$ cat src/rtl/ixu_pkg.sv
// rtl/ixu_pkg.sv - shared op/state encodings and helpers for the IXU multiply/divide unit
package ixu_pkg;

  typedef enum logic [2:0] {
    OP_MUL    = 3'd0,
    OP_MULH   = 3'd1,
    OP_MULHSU = 3'd2,
    OP_MULHU  = 3'd3,
    OP_DIV    = 3'd4,
    OP_DIVU   = 3'd5,
    OP_REM    = 3'd6,
    OP_REMU   = 3'd7
  } muldiv_op_e;

  typedef enum logic [1:0] {
    ST_IDLE = 2'd0,
    ST_DIV  = 2'd1,
    ST_DONE = 2'd2
  } div_state_e;

  // The upper half of the encoding is the divide/remainder group
  function automatic logic is_div_op(input logic [2:0] op);
    return op[2];
  endfunction

  // DIV and REM treat their operands as two's complement
  function automatic logic is_signed_div(input logic [2:0] op);
    return (op == OP_DIV) || (op == OP_REM);
  endfunction

  // REM and REMU return the remainder rather than the quotient
  function automatic logic is_rem_op(input logic [2:0] op);
    return op[2] & op[1];
  endfunction

endpackage

$ cat src/rtl/ixu_div_iter.sv
// rtl/ixu_div_iter.sv - restoring divider datapath, one quotient bit per cycle on magnitudes
module ixu_div_iter
  import ixu_pkg::*;
#(
  parameter int XLEN = 32
) (
  input  logic            clk,
  input  logic            rst,
  input  logic            start,
  input  logic            kill,
  input  logic            adv,
  input  logic [XLEN-1:0] dividend,
  input  logic [XLEN-1:0] divisor,
  output logic [XLEN-1:0] q_nxt,
  output logic [XLEN-1:0] r_nxt,
  output logic            done
);

  localparam int CW = $clog2(XLEN + 1);

  logic            run;
  logic [CW-1:0]   cnt;
  logic [XLEN-1:0] rem;
  logic [XLEN-1:0] quot;
  logic [XLEN-1:0] dsr;
  logic [XLEN:0]   shifted;
  logic [XLEN:0]   diff;

  // Shift the next dividend bit into the partial remainder and trial-subtract;
  // a clear borrow bit means the divisor fits and the quotient bit is one.
  assign shifted = {rem, quot[XLEN-1]};
  assign diff    = shifted - {1'b0, dsr};
  assign r_nxt   = diff[XLEN] ? shifted[XLEN-1:0] : diff[XLEN-1:0];
  assign q_nxt   = {quot[XLEN-2:0], ~diff[XLEN]};

  // The final iteration's next values are the finished quotient/remainder
  assign done = run && adv && (cnt == CW'(XLEN - 1));

  // Iteration registers: load on start, step when allowed, stop after XLEN steps
  always_ff @(posedge clk or negedge rst) begin
    if (!rst) begin
      run  <= 1'b0;
      cnt  <= '0;
      rem  <= '0;
      quot <= '0;
      dsr  <= '0;
    end else if (kill) begin
      run <= 1'b0;
      cnt <= '0;
    end else if (start) begin
      run  <= 1'b1;
      cnt  <= '0;
      rem  <= '0;
      quot <= dividend;
      dsr  <= divisor;
    end else if (run && adv) begin
      rem  <= r_nxt;
      quot <= q_nxt;
      if (done) begin
        run <= 1'b0;
        cnt <= '0;
      end else begin
        cnt <= cnt + 1'b1;
      end
    end
  end

endmodule

$ cat src/rtl/ixu_muldiv.sv
// rtl/ixu_muldiv.sv - pipelined multiply and iterative divide unit for the IXU lane
module ixu_muldiv #(
  parameter int XLEN       = 32,
  parameter int MUL_STAGES = 2
) (
  input  logic            clk,
  input  logic            rst,
  input  logic            stall,
  input  logic            squash,
  input  logic            valid_in,
  input  logic [2:0]      op,
  input  logic [4:0]      rd_in,
  input  logic [XLEN-1:0] a,
  input  logic [XLEN-1:0] b,
  output logic            busy,
  output logic            valid_out,
  output logic [4:0]      rd_out,
  output logic [XLEN-1:0] data_out,
  output logic            wr_en
);

  import ixu_pkg::*;

  div_state_e state;

  logic [MUL_STAGES-1:0]           stg_v;
  logic [MUL_STAGES-1:0][4:0]      stg_rd;
  logic [MUL_STAGES-1:0][XLEN-1:0] stg_data;
  logic                            wr_q;

  logic div_op, div_signed, div_rem;
  logic accept, mul_acc, div_acc;
  logic b_zero, a_min, b_m1, ovf;
  logic div_special, div_start, div_done, div_load;
  logic a_neg, b_neg;
  logic [XLEN-1:0] a_mag, b_mag, spec_data;
  logic [XLEN-1:0] q_nxt, r_nxt, q_fix, r_fix;
  logic [4:0]      div_rd_res;
  logic [XLEN-1:0] div_data_res;

  logic [4:0] rd_q;
  logic       neg_q_q, neg_r_q, rem_q;

  logic            a_sx, b_sx;
  logic [2*XLEN-1:0] ea, eb, prod;
  logic [XLEN-1:0]   mul_res;

  assign div_op     = is_div_op(op);
  assign div_signed = is_signed_div(op);
  assign div_rem    = is_rem_op(op);

  // A divide must wait for the multiply pipe to drain so results never collide
  assign busy    = (state != ST_IDLE) || (valid_in && div_op && (|stg_v));
  assign accept  = valid_in && !busy && !stall && !squash;
  assign mul_acc = accept && !div_op;
  assign div_acc = accept && div_op;

  // Divide-by-zero and signed overflow bypass the iteration entirely
  assign b_zero      = (b == '0);
  assign a_min       = (a == {1'b1, {(XLEN-1){1'b0}}});
  assign b_m1        = &b;
  assign ovf         = div_signed && a_min && b_m1;
  assign div_special = div_acc && (b_zero || ovf);
  assign div_start   = div_acc && !(b_zero || ovf);
  assign spec_data   = div_rem ? (b_zero ? a : '0) : (b_zero ? '1 : a);

  assign a_neg = div_signed & a[XLEN-1];
  assign b_neg = div_signed & b[XLEN-1];
  assign a_mag = a_neg ? -a : a;
  assign b_mag = b_neg ? -b : b;

  // Remember the sign fix-up and destination for the divide in progress
  always_ff @(posedge clk or negedge rst) begin
    if (!rst) begin
      rd_q    <= '0;
      neg_q_q <= 1'b0;
      neg_r_q <= 1'b0;
      rem_q   <= 1'b0;
    end else if (div_start) begin
      rd_q    <= rd_in;
      neg_q_q <= a_neg ^ b_neg;
      neg_r_q <= a_neg;
      rem_q   <= div_rem;
    end
  end

  ixu_div_iter #(.XLEN(XLEN)) u_div_iter (
    .clk      (clk),
    .rst      (rst),
    .start    (div_start),
    .kill     (squash),
    .adv      (~stall),
    .dividend (a_mag),
    .divisor  (b_mag),
    .q_nxt    (q_nxt),
    .r_nxt    (r_nxt),
    .done     (div_done)
  );

  assign q_fix        = neg_q_q ? -q_nxt : q_nxt;
  assign r_fix        = neg_r_q ? -r_nxt : r_nxt;
  assign div_load     = div_special | div_done;
  assign div_rd_res   = div_special ? rd_in : rd_q;
  assign div_data_res = div_special ? spec_data : (rem_q ? r_fix : q_fix);

  // Divide FSM: squash wins over stall, stall freezes everything else
  always_ff @(posedge clk or negedge rst) begin
    if (!rst) begin
      state <= ST_IDLE;
    end else if (squash) begin
      state <= ST_IDLE;
    end else if (!stall) begin
      case (state)
        ST_IDLE: begin
          if (div_special)    state <= ST_DONE;
          else if (div_start) state <= ST_DIV;
        end
        ST_DIV: begin
          if (div_done) state <= ST_DONE;
        end
        ST_DONE: state <= ST_IDLE;
        default: state <= ST_IDLE;
      endcase
    end
  end

  // Full-width product; sign-extending into 2*XLEN bits makes the low half exact
  assign a_sx    = (op == OP_MULH) || (op == OP_MULHSU);
  assign b_sx    = (op == OP_MULH);
  assign ea      = {{XLEN{a_sx & a[XLEN-1]}}, a};
  assign eb      = {{XLEN{b_sx & b[XLEN-1]}}, b};
  assign prod    = ea * eb;
  assign mul_res = (op == OP_MUL) ? prod[XLEN-1:0] : prod[2*XLEN-1:XLEN];

  // Multiply pipe; the final stage doubles as the output register and also
  // takes divide results, which can only arrive while the pipe is empty.
  for (genvar s = 0; s < MUL_STAGES; s++) begin : g_stage
    logic            v_in, v_d, v_q;
    logic [4:0]      rd_in_s, rd_d, rd_q_s;
    logic [XLEN-1:0] data_in_s, data_d, data_q;

    if (s == 0) begin : g_head
      assign v_in      = mul_acc;
      assign rd_in_s   = rd_in;
      assign data_in_s = mul_res;
    end else begin : g_body
      assign v_in      = stg_v[s-1];
      assign rd_in_s   = stg_rd[s-1];
      assign data_in_s = stg_data[s-1];
    end

    if (s == MUL_STAGES - 1) begin : g_tail
      assign v_d    = v_in | div_load;
      assign rd_d   = div_load ? div_rd_res : rd_in_s;
      assign data_d = div_load ? div_data_res : data_in_s;

      // Write enable is registered beside the result so it is flop-driven too
      always_ff @(posedge clk or negedge rst) begin
        if (!rst)        wr_q <= 1'b0;
        else if (squash) wr_q <= 1'b0;
        else if (!stall) wr_q <= v_d && (rd_d != 5'd0);
      end
    end else begin : g_mid
      assign v_d    = v_in;
      assign rd_d   = rd_in_s;
      assign data_d = data_in_s;
    end

    // Stage register: squash empties it, stall holds it
    always_ff @(posedge clk or negedge rst) begin
      if (!rst) begin
        v_q    <= 1'b0;
        rd_q_s <= '0;
        data_q <= '0;
      end else if (squash) begin
        v_q <= 1'b0;
      end else if (!stall) begin
        v_q    <= v_d;
        rd_q_s <= rd_d;
        data_q <= data_d;
      end
    end

    assign stg_v[s]    = v_q;
    assign stg_rd[s]   = rd_q_s;
    assign stg_data[s] = data_q;
  end

  assign valid_out = stg_v[MUL_STAGES-1];
  assign rd_out    = stg_rd[MUL_STAGES-1];
  assign data_out  = stg_data[MUL_STAGES-1];
  assign wr_en     = wr_q;

endmodule
$ cat config.mk
export PLATFORM = sky130hd
export DESIGN_NAME = ixu_muldiv
export DESIGN_NICKNAME = d
export VERILOG_FILES = /design/src/rtl/ixu_pkg.sv /design/src/rtl/ixu_div_iter.sv /design/src/rtl/ixu_muldiv.sv
export SDC_FILE = /design/constraint.sdc
export NUM_CORES = 2
export LEC_CHECK = 0
export CORE_AREA = 3 3 313 315
export DETAILED_ROUTE_END_ITERATION = 16
export DIE_AREA = 0 0 316 318
export GPL_TIMING_DRIVEN = 0
export PLACE_DENSITY = 0.7
export SETUP_SLACK_MARGIN = 0.05
export SLEW_MARGIN = 0
export SYNTH_ARGS = -nofsm -noshare
export SYNTH_HDL_FRONTEND = slang
export SYNTH_HIERARCHICAL = 1
export SYNTH_SLANG_ARGS = --single-unit
$ cat constraint.sdc
create_clock -name clk -period 10.7 [get_ports clk]
set_clock_uncertainty 0.15 [all_clocks]
set_input_delay 1.605 -clock clk [delete_from_list [all_inputs] [get_ports clk]]
set_output_delay 1.605 -clock clk [all_outputs]
set_load 0.03 [all_outputs]
---- Word-level counts from Yosys, hierarchy flattened ----
Index checks and enable logic that the tools add are counted.
storage, ports and cells
  register bits after elaboration ......... 190
  bits in latches ......................... 0
  bits in writable memories ............... 0
  memory bits (read-only) ................. 0
  output and inout port bits .............. 40
  memories kept ........................... 0
cells by class
  add/subtract/negate cells ............... 6
  multipliers ............................. 1
  divide/modulo/power cells ............... 0
  order comparisons ....................... 0
  eq/ne operators ......................... 10
  shift-type cells ........................ 0
  mux-type cells .......................... 38
  bitwise gates (word level) .............. 11
  reductions and logical operators ........ 38
operators by type and width
  kind                                           count
  two-way mux 32 bit                             16
  negator 32 bit                                 4
  multiplier 33 x 33 -> 64 bit                   1
  subtractor 33 x 32 -> 33 bit                   1
  == test 32 bit, second input constant          1
  zero test 32 bit                               1
  AND reduction 32 bit                           1
  two-way mux 6 bit                              4
  logical AND 1 bit                              14
  two-way mux 1 bit                              10
  two-way mux 2 bit                              5
  two-way mux 5 bit                              2
  AND reduction 2 bit                            4
  adder 6 x 1 -> 6 bit, second input constant    1
  == test 3 bit, second input constant           2
  == test 6 x 5 -> 1 bit, second input constant  1
  nonzero test 3 bit                             2
  bitwise AND 1 bit                              5
  zero test 1 bit                                5
  nonzero test 5 bit                             1
  logical OR 1 bit                               4
  != test 4 bit, second input constant           1
  one-hot mux 2 bit (2 select lines)             1
  nonzero test 2 bit                             2
  12 further kinds                               15

---- Longest topological paths before layout ----
  word-level depth ........................ 15
  gate-level depth with buffers ........... 33

---- Cells and area by module ----
Netlist, hierarchy kept.
modules (own cells, without submodules)
  module        times used  cells an instance  area each (µm²)  sequential area each (µm²)
  ixu_muldiv    1           5,213              45,357.3         2,177.1
  ixu_div_iter  1           746                6,825.3          2,577.5

---- Least setup slack after synthesis ----
No wires, ideal clock.
  path kind ............................... input port to flip-flop
  start point ............................. in op[0]
  end point ............................... reg g_stage[0].data_q[29]
  data arrival time ....................... 9.980 ns
  required time ........................... 10.416 ns
  setup slack ............................. 0.436 ns
  cell stages on the path ................. 30
  buffers on the path ..................... 3
  cell sequence ........................... nor2b_1 > nor2b_1 > nor2_1 > and2_1 > clkbuf_1 > clkbuf_1 > nand2_1 > fa_1 > fa_1 > inv_1 > fa_1 > inv_1 > fa_1 > inv_1 > fa_1 > fa_1 > inv_1 > fa_1 > fa_1 > inv_1 > ha_1 > clkbuf_1 > nand4_1 > or3b_2 > or3_1 > o31ai_1 > a21oi_1 > o41ai_1 > xnor2_1 > o21ai_0
between the ends
  cells in the longest elaborated chain, start to end .. 5
  elaborated cells on any way between the ends .. 8
  classes of those cells .................. 1 x mul; 2 x eq/ne; 1 x mux; 2 x bitwise; 2 x reduce/logical
RTL lines
  element                                                           line                                  source
  from (decl)                                                       ixu_muldiv.sv:11                      input logic [2:0] op,
  == test 3 x 1 -> 1 bit or == test 3 x 2 -> 1 bit (tied branches)  ixu_muldiv.sv:128, ixu_muldiv.sv:129
  logical OR 1 bit                                                  ixu_muldiv.sv:128                     assign a_sx = (op == OP_MULH) || (op == OP_MULHSU);
  bitwise AND 1 bit                                                 ixu_muldiv.sv:130                     assign ea = {{XLEN{a_sx & a[XLEN-1]}}, a};
  multiplier 33 x 33 -> 64 bit                                      ixu_muldiv.sv:132                     assign prod = ea * eb;
  two-way mux 32 bit (*)                                            ixu_muldiv.sv:133                     assign mul_res = (op == OP_MUL) ? prod[XLEN-1:0] : prod[2*XLEN-1:XLEN];
  to (signal assigned)                                              ixu_muldiv.sv:180                     data_q <= data_d;
  to (decl)                                                         ixu_muldiv.sv:140                     logic [XLEN-1:0] data_in_s, data_d, data_q;
Mark *: on every way between the ends. The rest lies on a longest branch, timed or not.
A chain may end at the register's enable or synchronous reset.

---- Worst setup path after layout ----
  start point ............................. in a[28]
  end point ............................... reg g_stage[0].data_q[30]
between the ends
  cells in the longest elaborated chain, start to end .. 2
RTL lines
  element                       line               source
  from (decl)                   ixu_muldiv.sv:13   input logic [XLEN-1:0] a,
  multiplier 33 x 33 -> 64 bit  ixu_muldiv.sv:132
  two-way mux 32 bit            ixu_muldiv.sv:133
No other way between the ends.

==> flow_metrics.env <==
export IMPL_outcome="finished with violations"
export IMPL_cts_made_buffers=17
export IMPL_ys_seq_elements=190
export IMPL_synthAdderAreaFrac_pct=49.19
export IMPL_synthXorXnorAreaFrac_pct=3.762
export IMPL_gr_usage_all_layers_pct=39.57
export IMPL_grt_pass1_wl_mm=288.8
export IMPL_drive_above_1_share_pct=5.108
export IMPL_clk_insertion_delay_late_ns=0.46
export IMPL_drtIter0Drc=5266
export IMPL_dp_hpwl_mm=162.5
export IMPL_ys_async_sr_fraction_pct=100.0
export IMPL_grt_max_degree=98
export IMPL_syn_avg_cell_area_um2=8.757
export IMPL_post_place_ws_ns=-2.949
export IMPL_yosysTopAreaCellShare_pct=43.20
export IMPL_synth_cell_types=78
export IMPL_start_util_pct=54.84
export IMPL_synth_compound_area_share_pct=8.795
export IMPL_tritoncts="built"
export IMPL_min_path_type="reg -> reg"
export IMPL_ioPinCount=117
export IMPL_detail_route_antenna_nets=0
export IMPL_nets=7509
export IMPL_placedCellCount=7298
export IMPL_antenna_found_initial=30
export IMPL_cap_violations=1
export IMPL_synthTopCellsByCount="inv_1, fa_1, nand2_1"
export IMPL_period_needed_ns=10.78
export IMPL_slew_headroom_pct=-0.6115
export IMPL_cts_path_max_buffers=2
export IMPL_overflow=0
export IMPL_cp_end_kind="flop"
export IMPL_synth_edff_count=0
export IMPL_crit_fanout=10
export IMPL_finalMaxSlewViolations=10
export IMPL_die_w_um=316
export IMPL_yosysWarnings=6
export IMPL_path_clk_slew_ns=0.08
export IMPL_htree_levels=4
export IMPL_fp_dieH_um=318
export IMPL_arrival_ns=11.02
export IMPL_nFillCells=8665
export IMPL_timing_final_ws_setup_ns=-0.07864
export IMPL_clkSinkCount=190
export IMPL_start_kind="input pin"
export IMPL_avgViaCountPerCell=6.026
export IMPL_gp_congestion=1.045
export IMPL_synth_largest_area_cell="fa_1"
export IMPL_syn_to_final_growth_pct=6.606
export IMPL_synth_most_common_cell="inv_1"
export IMPL_cp_common_cell="fa_1"
export IMPL_muxShareOfSynthArea_pct=1.964
export IMPL_synthFlopType="dfrtp_1"
export IMPL_post_route_period_util_pct=100.7
export IMPL_seqCellArea_um2=4755
export IMPL_syn_nets=7412
export IMPL_vias=44310
export IMPL_cts_root_buf="clkbuf_16"
export IMPL_cp_slowest_cell="clkbuf_1"
export IMPL_whs_ns=0.3333
export IMPL_synthCells=5959
export IMPL_portBuffers=72
export IMPL_rsz0062_at_grt="false"
export IMPL_final_cells=7353
export IMPL_drcViolationCount=0
export IMPL_multi_input_area_um2=41190
export IMPL_core_area_um2=95150
export IMPL_worstSetupPathType="in -> reg"
export IMPL_fmax_mhz=92.78
export IMPL_synth_area_leaders="fa_1, dfrtp_1, inv_1, nand2_1, ha_1"
export IMPL_synth_seq_area_share_pct=9.111
export IMPL_worstMarginPinSlew_ns=1.509
export IMPL_routedWlPerCell_um=26.85
export IMPL_routed_wl_mm=197.4
export IMPL_syn_area_um2=52180
export IMPL_crit_chain="clkbuf_1, clkbuf_2, nand2_1, fa_1, fa_1, inv_1, fa_1, fa_1, fa_1, fa_1, inv_1, fa_1, inv_1, fa_1, ha_1, clkbuf_1, a21oi_2, o21a_1, o2111ai_2, o2111a_1, o41a_1, and3_1, nor4_1, a221o_1"
export IMPL_finalSetupViolCount=2
export IMPL_hold_viol_final=0
export IMPL_drt_first_pass_iters=7
export IMPL_crit_required_ns=10.95
export IMPL_synth_top_family_by_area="adder cells"
export IMPL_rows=113
export IMPL_violations="max-capacitance violations, max-slew violations, negative setup slack"
export IMPL_critical_path_max_stage_delay_ns=0.85
export IMPL_grt_pass1_vias=44300
export IMPL_synthSimpleGateAreaFrac_pct=14.95
export IMPL_die_area_um2=100500
## cells by family (layout without fill, tap and decap cells)
logic type / after synthesis / after routing
compound gates: 715 / 715
xor+xnor: 222 / 222
fa+ha+maj: 1376 / 1376
buf+inv: 1652 / 1762
flops: 190 / 190
mux: 91 / 91
other cells: 0 / 19
simple gates: 1713 / 1713
## stage by stage
stage	utilization (%)	setup TNS [ns]	instance area, um2
global route	58.42	0	55590
detailed placement	57.31	-51.47	54530
global placement	57.26	-94.60	54490
finish	58.46	-0.1222	55630
CTS	58.22	0	55400
floorplan	-	0	52180
## what timing repair did
item                       in CTS  in global routing
setup endpoints to repair      30                 19
hold buffers                    0                  0
gates resized for setup       108                157
buffers inserted                8                  2
pin swaps                       5                  3
## per-layer routing
| metal | part of all wire, % | global-route usage [%] |
|---|---|---|
| met1 | 37 | 52.72 |
| met2 | 42 | 56.80 |
| met3 | 14 | 13.13 |
| met4 | 7.0 | 22.04 |
| met5 | 0.046 | 0 |
## layout make-up
cell class                      count  share of cell area, %
Antenna cell                       19                0.08547
Clock buffer                       18                 0.7895
Tap cell                         1265                  2.845
Buffer                            409                  3.551
Clock inverter                     14                 0.2946
Inverter                         1237                  8.360
Sequential cell                   190                  8.547
Timing Repair Buffer               84                  1.491
Multi-Input combinational cell   4117                  74.04
## layout by cell type (no fill, tap or decap), types with 30 or more instances in the layout
cell / instances
clkdlybuf4s50_1: 66
a211oi_1: 37
o21ai_0: 202
buf_4: 45
o21a_1: 35
dfrtp_1: 190
o31ai_1: 40
nand4_1: 36
buf_1: 35
and2_1: 304
clkbuf_1: 194
a21oi_1: 169
inv_1: 1233
a21o_1: 42
fa_1: 1120
xnor2_1: 131
nand2_1: 972
clkbuf_2: 91
nand3_1: 30
ha_1: 246
mux2i_1: 57
nor2_1: 201
xor2_1: 90
## flip-flops by register name, summed over array words and instances, names as in the netlist
register	count
data_out	32
g_stage.data_q	32
g_stage.rd_q_s	5
g_stage.v_q	1
neg_q_q	1
neg_r_q	1
rd_out	5
rd_q	5
rem_q	1
state	2
u_div_iter/cnt	6
u_div_iter/dsr	32
u_div_iter/quot	32
u_div_iter/rem	32
u_div_iter/run	1
valid_out	1
wr_en	1
## critical path, delay by kind of cell
kind,cells,cell delay [ns]
and+or+nand+nor,3,0.81
adders and majority gates,9,4.63
buffers and inverters,6,1.95
AOI/OAI and AO/OA,6,2.02
## worst paths after layout
kind | start | cells past startpoint | end | slack (ns)
setup / recovery | a[28] | 24 | g_stage[0].data_q[30] | -0.08
hold / removal | u_div_iter/quot[31] | 2 | u_div_iter/quot[31] | 0.33
setup reg to reg | u_div_iter/quot[31] | 21 | data_out[31] | 3.85
hold reg to reg | u_div_iter/quot[31] | 2 | u_div_iter/quot[31] | 0.33
max in group asynchronous | rst | 2 | g_stage[0].data_q[30] | 8.49
min in group asynchronous | rst | 1 | neg_q_q | 0.98
Power is not shown: default switching activity piles up to over one toggle a cycle in this logic, so the estimate is an artifact.
